--- src/rtl/weight_fetch_sequencer.sv ---
// Walks a contiguous ROM span on start and streams the weights out through a FIFO; start-to-data latency is 2 cycles.
// ROM reads issue only while FIFO occupancy plus the in-flight read is below DEPTH, so w_ready backpressure stalls reads without loss.

module wfs_fifo #(
  parameter int WIDTH = 8,
  parameter int DEPTH = 4
) (
  input  logic                       clk,
  input  logic                       reset,
  input  logic                       push,
  input  logic [WIDTH-1:0]           push_data,
  input  logic                       pop,
  output logic [WIDTH-1:0]           head,
  output logic                       empty,
  output logic [$clog2(DEPTH):0]     used
);
  localparam int AW = $clog2(DEPTH);

  logic [WIDTH-1:0] mem [DEPTH];
  logic [AW-1:0]    wr_ptr;
  logic [AW-1:0]    rd_ptr;

  always_ff @(posedge clk) begin
    if (reset) begin
      wr_ptr <= '0;
      rd_ptr <= '0;
      used   <= '0;
    end else begin
      if (push) wr_ptr <= wr_ptr + AW'(1);
      if (pop)  rd_ptr <= rd_ptr + AW'(1);
      case ({push, pop})
        2'b10:   used <= used + (AW+1)'(1);
        2'b01:   used <= used - (AW+1)'(1);
        default: used <= used;
      endcase
    end
  end

  // Storage is not reset; the pointers alone define what is valid.
  always_ff @(posedge clk) begin
    if (push) mem[wr_ptr] <= push_data;
  end

  assign head  = mem[rd_ptr];
  assign empty = (used == '0);
endmodule

module weight_fetch_sequencer #(
  parameter int ADDR_W = 8,
  parameter int DATA_W = 8,
  parameter int DEPTH  = 4
) (
  input  logic              clk,
  input  logic              reset,
  input  logic              start,
  input  logic [ADDR_W-1:0] base_addr,
  input  logic [ADDR_W:0]   count,
  output logic              busy,
  output logic              done,
  output logic [ADDR_W-1:0] rom_address,
  output logic              rom_enable,
  input  logic [DATA_W-1:0] rom_data,
  output logic [DATA_W-1:0] w_data,
  output logic              w_valid,
  input  logic              w_ready,
  output logic              w_last
);
  localparam int CW = $clog2(DEPTH) + 1;
  localparam logic [ADDR_W:0] CNT_ONE = {{ADDR_W{1'b0}}, 1'b1};

  typedef enum logic [1:0] {IDLE, FETCH, DRAIN} state_t;

  state_t            state;
  state_t            state_nxt;
  logic [ADDR_W-1:0] next_addr;
  logic [ADDR_W:0]   issue_left;
  logic [ADDR_W:0]   deliver_left;
  logic [CW-1:0]     occupancy;
  logic              fifo_empty;
  logic              pop;
  logic              can_issue;
  logic              accept;
  logic              issue;
  logic              finish;
  logic              zero_cmd;

  assign pop       = !fifo_empty && w_ready;
  // The in-flight read already owns a FIFO slot, so it counts against the credit.
  assign can_issue = (issue_left != '0) && ((occupancy + CW'(rom_enable)) < CW'(DEPTH));

  always_ff @(posedge clk) begin
    if (reset) state <= IDLE;
    else       state <= state_nxt;
  end

  always_comb begin
    state_nxt = state;
    accept    = 1'b0;
    zero_cmd  = 1'b0;
    issue     = 1'b0;
    finish    = 1'b0;
    case (state)
      IDLE: begin
        if (start) begin
          if (count != '0) begin
            accept    = 1'b1;
            state_nxt = (count == CNT_ONE) ? DRAIN : FETCH;
          end else begin
            zero_cmd = 1'b1;
          end
        end
      end
      FETCH: begin
        if (can_issue) begin
          issue = 1'b1;
          if (issue_left == CNT_ONE) state_nxt = DRAIN;
        end
      end
      DRAIN: begin
        if (pop && (deliver_left == CNT_ONE)) begin
          finish    = 1'b1;
          state_nxt = IDLE;
        end
      end
      default: state_nxt = IDLE;
    endcase
  end

  // The accepting edge issues the first read itself, giving the 2-cycle start-to-data latency.
  always_ff @(posedge clk) begin
    if (reset) begin
      next_addr    <= '0;
      issue_left   <= '0;
      deliver_left <= '0;
      rom_address  <= '0;
      rom_enable   <= 1'b0;
      done         <= 1'b0;
    end else begin
      done       <= zero_cmd || finish;
      rom_enable <= accept || issue;
      if (accept) begin
        rom_address <= base_addr;
        next_addr   <= base_addr + ADDR_W'(1);
        issue_left  <= count - CNT_ONE;
      end else if (issue) begin
        rom_address <= next_addr;
        next_addr   <= next_addr + ADDR_W'(1);
        issue_left  <= issue_left - CNT_ONE;
      end
      if (accept)   deliver_left <= count;
      else if (pop) deliver_left <= deliver_left - CNT_ONE;
    end
  end

  wfs_fifo #(.WIDTH(DATA_W), .DEPTH(DEPTH)) u_fifo (
    .clk       (clk),
    .reset     (reset),
    .push      (rom_enable),
    .push_data (rom_data),
    .pop       (pop),
    .head      (w_data),
    .empty     (fifo_empty),
    .used      (occupancy)
  );

  assign w_valid = !fifo_empty;
  assign w_last  = w_valid && (deliver_left == CNT_ONE);
  assign busy    = (state != IDLE);
endmodule

--- config.mk ---
export PLATFORM = sky130hd
export DESIGN_NAME = weight_fetch_sequencer
export DESIGN_NICKNAME = d
export VERILOG_FILES = /design/src/rtl/weight_fetch_sequencer.sv
export SDC_FILE = /design/constraint.sdc
export NUM_CORES = 1
export LEC_CHECK = 0
export CAP_MARGIN = 10
export CORE_AREA = 3 3 95 97
export DETAILED_ROUTE_END_ITERATION = 10
export DIE_AREA = 0 0 98 100
export GPL_TIMING_DRIVEN = 0
export PLACE_DENSITY = 0.72
export SYNTH_ARGS = -nofsm -noshare
export SYNTH_HDL_FRONTEND = slang
export SYNTH_SLANG_ARGS = --single-unit
--- constraint.sdc ---
create_clock -name clk -period 3.66 [get_ports clk]
set_input_delay 0.732 -clock clk [delete_from_list [all_inputs] [get_ports clk]]
set_output_delay 0.732 -clock clk [all_outputs]
set_load 0.05 [all_outputs]
==> flow_results.org, run 1 <==
** Routing
- Number of remaining DRC errors :: 0
- Detailed routing inserted a total of 3100 vias.
- Once detail routing completed, the nets flagged for antenna violations numbered 0.
- Initial DRT Pass Iterations :: 4
- Using the TritonRoute via totals, the vias-per-cell ratio works out to 5.64.
- Routed WL :: 8920 microns
- After the first detailed-routing iteration, the DRC count stood at about 130.
- Dividing the detail-routed wire length by the instance count gives 16.2 microns.

** GRT
- The number of global-route vias before repair is 2980.
- Remaining global-route overflow :: 0
- Maximum number of pins on one net before global-route repair :: 16
- Global-route usage over all layers :: roughly a fifth
- Initial antenna violation count :: 0
- Global-route wire length before repair :: about 15000 microns

** Synth
- After technology mapping, the gate count stands at around 380.
- Synth top area cells :: sky130_fd_sc_hd__edfxtp_1 23%, sky130_fd_sc_hd__dfxtp_1 23%, sky130_fd_sc_hd__mux4_2 4.4%, sky130_fd_sc_hd__a211oi_2 4.3%, sky130_fd_sc_hd__ha_1 4.0%
- Mean Syn Cell Area :: around 11 sq um
- Async set-or-reset flop fraction in the synthesized netlist :: 0%
- Yosys warning total :: 0
- Simple-Gate Fraction of Synth Area :: 19.2%
- Fraction of the mapped netlist area in compound gates :: a little over an eighth
- The biggest area contributor in the post-synthesis netlist is sky130_fd_sc_hd__edfxtp_1.
- Netlist Area Pre-Place :: 0.00410 sq mm
- Most numerous cell in the Yosys netlist :: sky130_fd_sc_hd__dfxtp_1
- Synth top cells by count :: 47 x sky130_fd_sc_hd__dfxtp_1, 41 x sky130_fd_sc_hd__nand2_1, 37 x sky130_fd_sc_hd__nor2_1, 32 x sky130_fd_sc_hd__edfxtp_1, 17 x sky130_fd_sc_hd__xnor2_1
- Share of the synthesized area in the top cell type :: about a quarter
- Distinct cells, synth :: 65
- Net Count, Synth :: 424
- Top_reg_cell synth :: sky130_fd_sc_hd__dfxtp_1
- Sequential area share after synthesis :: 46.4%
- Synth Area in Adders :: 4.46%
- After synthesis, the largest family of logic cells by area is simple AND/OR/NAND/NOR gates.
- Number of flops mapped to enable cells by yosys :: 32
- Number of flip-flops and latches in the synthesized netlist :: 79
- Summing the areas of all xor and xnor instances in the mapped netlist gives 6.42% of the synthesized area.
- After synthesis, the share of cell area in mux cells is 5.96%.

** Worst setup path
- The worst register-to-register path begins at state[1].
- STA classifies the critical path startpoint as an input port.
- Data arrives at the worst endpoint at roughly 3.4 ns.
- The worst register-to-register path ends at next_addr[4].
- Setup slack of the worst register-to-register path :: 1.11 ns
- Critical Setup Path Class :: in2reg
- Capturing element type of the critical path :: register
- Counting cells, the worst reg-to-reg path comes to 13.
- At the worst endpoint, the required time is ~3.9 ns.
- Of all nets on the critical path, the largest fanout is 10.

** Die
- The core region is approximately 0.0082 sq mm.
- Site Rows :: 33
- The floorplan step set the die width to 98 microns.
- Vertical extent of the die :: 100 microns
- Effective utilization at floorplan :: 49.8%
- Number of I/O pins :: 50
- DIE AREA :: 0.00980 sq mm

** Power
- Combinational group share of total power :: a little under two fifths
- Fraction of power spent switching nets :: ~38%
- Internal power comes to roughly 1900 uW.
- The analysis attributes to net switching a power of 1160 uW.
- PwrDens :: 623 mW/mm^2
- Share of power burned in the clock network :: 24.2%
- Highest ir drop seen on vdd :: 0.367 mV
- Static leakage :: 0.00173 uW
- Sequential cells burn 37.6% of the power.

** Clocking
- Count of buffers added by post-CTS timing repair for setup :: 0
- Clock latency on the worst-skew pair :: 0.35 ns
- Number of resized instances in the post-cts repair step :: 0
- After clock tree synthesis, the clock-pin slew on the worst setup and hold paths is 0.09 ns.
- Maximum number of buffers from clock root to sink :: 2
- Buffers inserted during clock tree synthesis total 9.
- Depth of the CTS H-tree :: 3
- TritonCTS built the clock tree.
- Root buffer selected by CTS :: sky130_fd_sc_hd__clkbuf_8
- Number of sinks handled by clock tree synthesis :: 79
- Quantity of hold-fixing buffers added after cts :: 0

** STA
- Max Slew Vio Count :: 0
- On the final layout, the worst clock skew is between 0.01 and 0.015 ns.
- Minimum clock period after layout :: 3.21 ns
- The hold violation count in the final report came to 0.
- Worst-margin pin slew :: 0.760 ns
- Highest attainable clock frequency :: between 300 and 400 MHz
- The final critical path takes up 87.7% of the cycle.
- Final number of setup-violating endpoints :: 0
- Setup repair after global routing missed its margin :: false
- Headroom to the max-slew limit :: between 40% and 50%
- Min setup slack post-route :: 0.451 ns
- After routing, the total negative slack on setup checks comes to 0 ns.

** Layout
- Share of cells above drive strength 1 :: 15.3%
- The final layout contains 483 nets.
- Compared with the post-synthesis result, the final layout area differs by 20.5%.
- With fillers left out, the area of the finished cells amounts to 0.00493 sq mm.
- Utilization of the core after routing :: 60.0%
- In the final layout, the multi-input gates occupy between 0.002 and 0.0025 sq mm.
- Area of all sequential standard cells :: 0.00190 sq mm
- The layout has 697 filler cells.
- The number of antenna diodes in the final layout is 0.

** Placement
- Before CTS, the worst setup slack after placement is 0.0882 ns.
- Sum of net half-perimeters after detailed placement :: 6540 microns
- During placement, the flow inserted port buffers numbering 48.
- Summing all placed instances gives a cell area of 0.00471 sq mm.
- Routability-driven placement finished with a final weighted congestion of slightly above 0.8.

** Outcome
- The run finished with clean final reports.

** Job
- The tool flagged a number of max-cap violations equal to 0.

** Worst hold path
- The path with the worst hold slack has its endpoint at rom_address[4].
- Worst hold path type :: reg2reg
- Worst Hold Depth :: 2
- Startpoint of the most critical hold path :: rom_address[4]
-- cells in the final DEF (no fill, tap or decap), types with 5 or more instances in the layout --
cell	Yosys	routed
sky130_fd_sc_hd__nand3_1	13	13
sky130_fd_sc_hd__and3_1	5	5
sky130_fd_sc_hd__inv_1	16	16
sky130_fd_sc_hd__clkdlybuf4s50_1	0	48
sky130_fd_sc_hd__buf_2	7	7
sky130_fd_sc_hd__xor2_1	13	13
sky130_fd_sc_hd__clkbuf_8	0	9
sky130_fd_sc_hd__mux4_2	8	8
sky130_fd_sc_hd__a21oi_1	8	8
sky130_fd_sc_hd__nor3_1	11	11
sky130_fd_sc_hd__and2_1	5	5
sky130_fd_sc_hd__nor2_1	37	37
sky130_fd_sc_hd__nand2_1	41	41
sky130_fd_sc_hd__a311oi_1	9	9
sky130_fd_sc_hd__a211oi_2	14	14
sky130_fd_sc_hd__edfxtp_1	32	32
sky130_fd_sc_hd__dfxtp_1	47	47
sky130_fd_sc_hd__xnor2_1	17	17
sky130_fd_sc_hd__ha_1	13	13
-- worst max-delay path, stage by stage --
cell and delay [ns]:
sky130_fd_sc_hd__clkdlybuf4s50_1 0.56, sky130_fd_sc_hd__nor4_4 0.41, sky130_fd_sc_hd__a31o_1 0.22, sky130_fd_sc_hd__buf_2 0.17, sky130_fd_sc_hd__buf_6 0.17, sky130_fd_sc_hd__buf_6 0.18, sky130_fd_sc_hd__nand2_1 0.06, sky130_fd_sc_hd__nand2_1 0.07
sky130_fd_sc_hd__ha_1 0.28, sky130_fd_sc_hd__nand3_1 0.10, sky130_fd_sc_hd__nor3_1 0.20, sky130_fd_sc_hd__xnor2_1 0.17, sky130_fd_sc_hd__a211oi_2 0.08
-- metrics by stage --
step	hold WS (ns)	std cells	total power, uW
global placement	0.472	534	2330
global route	0.509	550	3240
CTS	0.492	550	3100
finish	0.489	550	3070
floorplan	0.464	381	2020
detailed placement	0.475	534	2350
-- per-layer routing --
metal	track usage (%)	up-vias	part of all wire (%)	routed length, microns
met5	0	-	0	0
met4	5.64	0	0.93	83
met3	2.78	7	4.2	372
met2	33.0	80	50	4490
met1	23.6	1499	45	3970
li1	-	1514	-	-
-- flip-flops by register name (all words and copies together), names as in the netlist, 3 cells and up, named ones only --
| signal | flops |
|---|---|
| deliver_left | 9 |
| issue_left | 9 |
| next_addr | 8 |
| rom_address | 8 |
| u_fifo.mem | 32 |
| u_fifo.used | 3 |
-- worst max path at each step --
| stage | startpoint | slack (ns) | cells past startpoint | to |
|---|---|---|---|---|
| global route | count[5] | 0.12 | 13 | next_addr[4] |
| CTS | register | 0.40 | 3 | w_data[0] |
| detailed placement | count[5] | 0.09 | 13 | next_addr[4] |
| global placement | count[5] | 0.11 | 13 | next_addr[4] |
| finish | count[5] | 0.45 | 13 | next_addr[4] |
| floorplan | count[4] | 0.93 | 13 | next_addr[4] |
-- cell families after synthesis --
kind of cell,count (synthesis)
simple gates,147
flops,79
compound gates,61
buf+inv,37
xor+xnor,30
fa+ha+maj,14
mux,13
-- power by group through the flow --
stage                     registers, uW  logic, uW  clock network [uW]
after floorplan                    1210        818                   0
after global placement             1170       1160                   0
after detailed placement           1180       1170                   0
after CTS                          1160       1180                 758
after global routing               1170       1260                 801
final                              1150       1170                 744
-- area by class of cell --
type	instances	area share, %
multi-input cells	265	40.8
clock inverters	7	2.08
repair buffers	48	9.74
inverters	17	1.29
well taps	105	2.66
plain buffers	20	2.38
flip-flops and latches	79	38.5
clock buffers	9	2.51
Power figures use the tool's default switching activity.
==> run 2, diff against run 1 <==
--- a/config.mk
+++ b/config.mk
@@ -10,7 +10,7 @@
 export DETAILED_ROUTE_END_ITERATION = 10
 export DIE_AREA = 0 0 98 100
 export GPL_TIMING_DRIVEN = 0
-export PLACE_DENSITY = 0.72
+export PLACE_DENSITY_LB_ADDON = 0.15
 export SYNTH_ARGS = -nofsm -noshare
 export SYNTH_HDL_FRONTEND = slang
 export SYNTH_SLANG_ARGS = --single-unit
==> run 2 against run 1 <==
  * Register-to-register slack is essentially flat
  * Sequential share of layout area shrank 0.078 points
  * Via count shrank 0.77%
  * Setup slack lost 0.016 ns
  * Die area is the same
  * Clock skew grew 0.0037 ns
  * Critical path type is now reg2out
  * Largest cell class unchanged
  * Non-clock buffer count is the same
  * Cell area grew 0.20%
  * Critical endpoint is now w_data[7]
==> flow_results.org, run 2 (same netlist as run 1, synthesis figures left out) <==
** Outcome
- Result of the run :: finished clean

** Power
- PwrDens :: 626 mW/mm^2
- The analysis attributes to cell leakage a power of 0.00173 uW.
- Highest ir drop seen on vdd :: ~0.3 mV

** Layout
- Top register by number of flip-flops :: u_fifo.mem
- Cells fill 60.2% of the core in the end.
- The final layout contains 483 nets.
- Area grow syn2layout :: 20.7%
- Leaving out fill and tap cells, the most frequent cell in the layout is sky130_fd_sc_hd__clkdlybuf4s50_1.
- Commonest non-fill, non-tap cells in the layout :: 48 x sky130_fd_sc_hd__clkdlybuf4s50_1, 47 x sky130_fd_sc_hd__dfxtp_1, 41 x sky130_fd_sc_hd__nand2_1, 37 x sky130_fd_sc_hd__nor2_1, 32 x sky130_fd_sc_hd__edfxtp_1
- The largest registers in the layout are u_fifo.mem x32, deliver_left x9, issue_left x9.
- Antenna cell count :: 0
- The register with the most flip-flops in the layout has 32 of them.
- Share of cells above drive strength 1 :: 15.3%

** Clocking
- Clock tree synthesis inserted a total of 9 buffers.
- Root buffer selected by CTS :: sky130_fd_sc_hd__clkbuf_8
- After clock tree synthesis, the clock-pin slew on the worst setup and hold paths is 0.10 ns.
- The H-tree was split into 3 levels.
- After clock tree synthesis, the setup repair step added 0 buffers.
- The number of gates resized after CTS was 0.
- TritonCTS clock tree :: done
- Buffers inserted to repair hold after CTS numbered 0.
- Number of sinks handled by clock tree synthesis :: 79
- At the later pin of the worst-skew pair, clock insertion delay measures 0.35 ns.
- Maximum number of buffers from clock root to sink :: 2

** STA
- Timing would allow up to about 310 MHz.
- Worst-margin pin slew :: around 0.75 ns
- The worst pin sits at a relative slew slack of 50.1%.
- Setup violations remaining at the end of the flow were counted as 0.
- Skew final :: 0.0148 ns
- Final number of hold-violating endpoints :: 0
- Sum Neg Setup Slack :: 0 ns
- Minimum clock period after layout :: 3.23 ns
- Setup repair after global routing left no endpoint under its margin.
- Of the available clock period, the critical path in the final layout requires roughly nine tenths.
- The max-slew violation total from the final report came to 0.

** Worst setup path
- Capturing point of the worst reg2reg path :: next_addr[4]
- Kind of start point of the critical path :: register
- The slowest stage of the critical path is the sky130_fd_sc_hd__clkdlybuf4s50_1 cell.
- The worst setup path is of the reg2out kind.
- Setup slack of the worst register-to-register path :: 1.11 ns
- STA classifies the critical path endpoint as a primary output.
- Data arrives at the worst endpoint at approximately 2.5 ns.
- Maximum fanout count along the critical path :: 8
- For the worst flop-to-flop path, the logic depth is 13.
- The startpoint identified for the worst register-to-register timing path is state[1].
- At the worst endpoint, the required time is approximately 2.9 ns.
- For this run, the slowest stage of the critical path takes 0.72 ns.
- Cells along the critical path :: clkbuf_1, mux4_2, clkdlybuf4s50_1

** GRT
- Global routing used 19.1% of the available tracks.
- Global-route wire length before repair :: roughly 15000 microns
- Via count of the first global-routing pass :: 3094
- Maximum number of pins on one net before global-route repair :: 17
- Remaining global-route overflow :: 0
- Initial antenna violation count :: 0

** Worst hold path
- The worst hold path was traced through 2 stages.
- The worst hold path terminates at rom_address[3].
- The worst hold path belongs to the class reg2reg.
- Startpoint of the most critical hold path :: rom_address[3]

** Die
- Std-Cell Core Area :: approximately 0.008 sq mm
- 50 I/O pins were placed.
- Vertical extent of the die :: about 100 microns
- Effective utilization at floorplan :: roughly half
- From left edge to right edge, the die measures 98 microns.
- DIE AREA :: 0.00980 sq mm
- The initialized floorplan defines 33 standard-cell rows.

** Routing
- Remaining antenna violation count :: 0
- Drt first-iter violations :: 170
- After detailed routing, the number of remaining DRC violations is 0.
- Dividing the detail-routed wire length by the instance count gives 16.4 microns.
- For this run, the detailed router's first-pass iteration total came to 5.
- The final layout contains routed wiring with a total length of 9020 microns.
- Post-detailed-route via-to-cell ratio :: 5.59
- DR vias :: 3076

** Placement
- Final Wtd Congestion :: 0.849
- Sum of net half-perimeters after detailed placement :: between 6000 and 7000 microns
- During placement, the flow inserted port buffers numbering 48.

** Job
- Total of max-cap violations :: 0
run 2: worst max-delay path by stage:
| stage | startpoint | endpoint | cells past startpoint | slack [ns] |
|---|---|---|---|---|
| final | register | w_data[7] | 3 | 0.43 |
| after global routing | count[5] | next_addr[4] | 13 | 0.20 |
| after CTS | register | w_data[7] | 3 | 0.36 |
| after detailed placement | count[5] | next_addr[4] | 13 | 0.08 |
| after global placement | count[5] | next_addr[4] | 13 | 0.11 |
| after floorplan | count[4] | next_addr[4] | 13 | 0.93 |
run 2: through the flow:
| step | hold WS (ns) | setup slack [ns] | power, uW | instances | area [sq um] |
|---|---|---|---|---|---|
| after floorplan | 0.464 | 0.934 | 2020 | 381 | 4100 |
| after global placement | 0.475 | 0.106 | 2330 | 534 | 4710 |
| after detailed placement | 0.471 | 0.0821 | 2350 | 534 | 4710 |
| after CTS | 0.491 | 0.362 | 3110 | 550 | 4940 |
| after global routing | 0.514 | 0.205 | 3260 | 550 | 4940 |
| final | 0.486 | 0.434 | 3090 | 550 | 4940 |
run 2: critical path: cells and delay by family (launching register included):
family	cells	cell delay (ns)
buf+inv	2	1.23
mux	1	0.61
flops	1	0.31
run 2: final cells by class:
type,count,area (sq um)
inverters,17,63.8
clock inverters,7,113
flip-flops and latches,79,1900
clock buffers,9,124
multi-input cells,265,2010
fillers,707,3270
well taps,105,131
plain buffers,20,118
repair buffers,48,480
run 2: routing by layer:
layer	vias up	wire (microns)	GRT usage (%)
met5	-	0	0
met4	0	129	7.24
met3	12	428	2.78
met2	89	4480	32.5
met1	1465	3980	24.9
li1	1510	-	-
run 2: where the power goes:
group	leakage, uW	switching [uW]	internal (uW)
clock network	0.000115	360	399
registers	0.000679	114	1040
logic	0.000932	702	476
total	0.00173	1180	1920
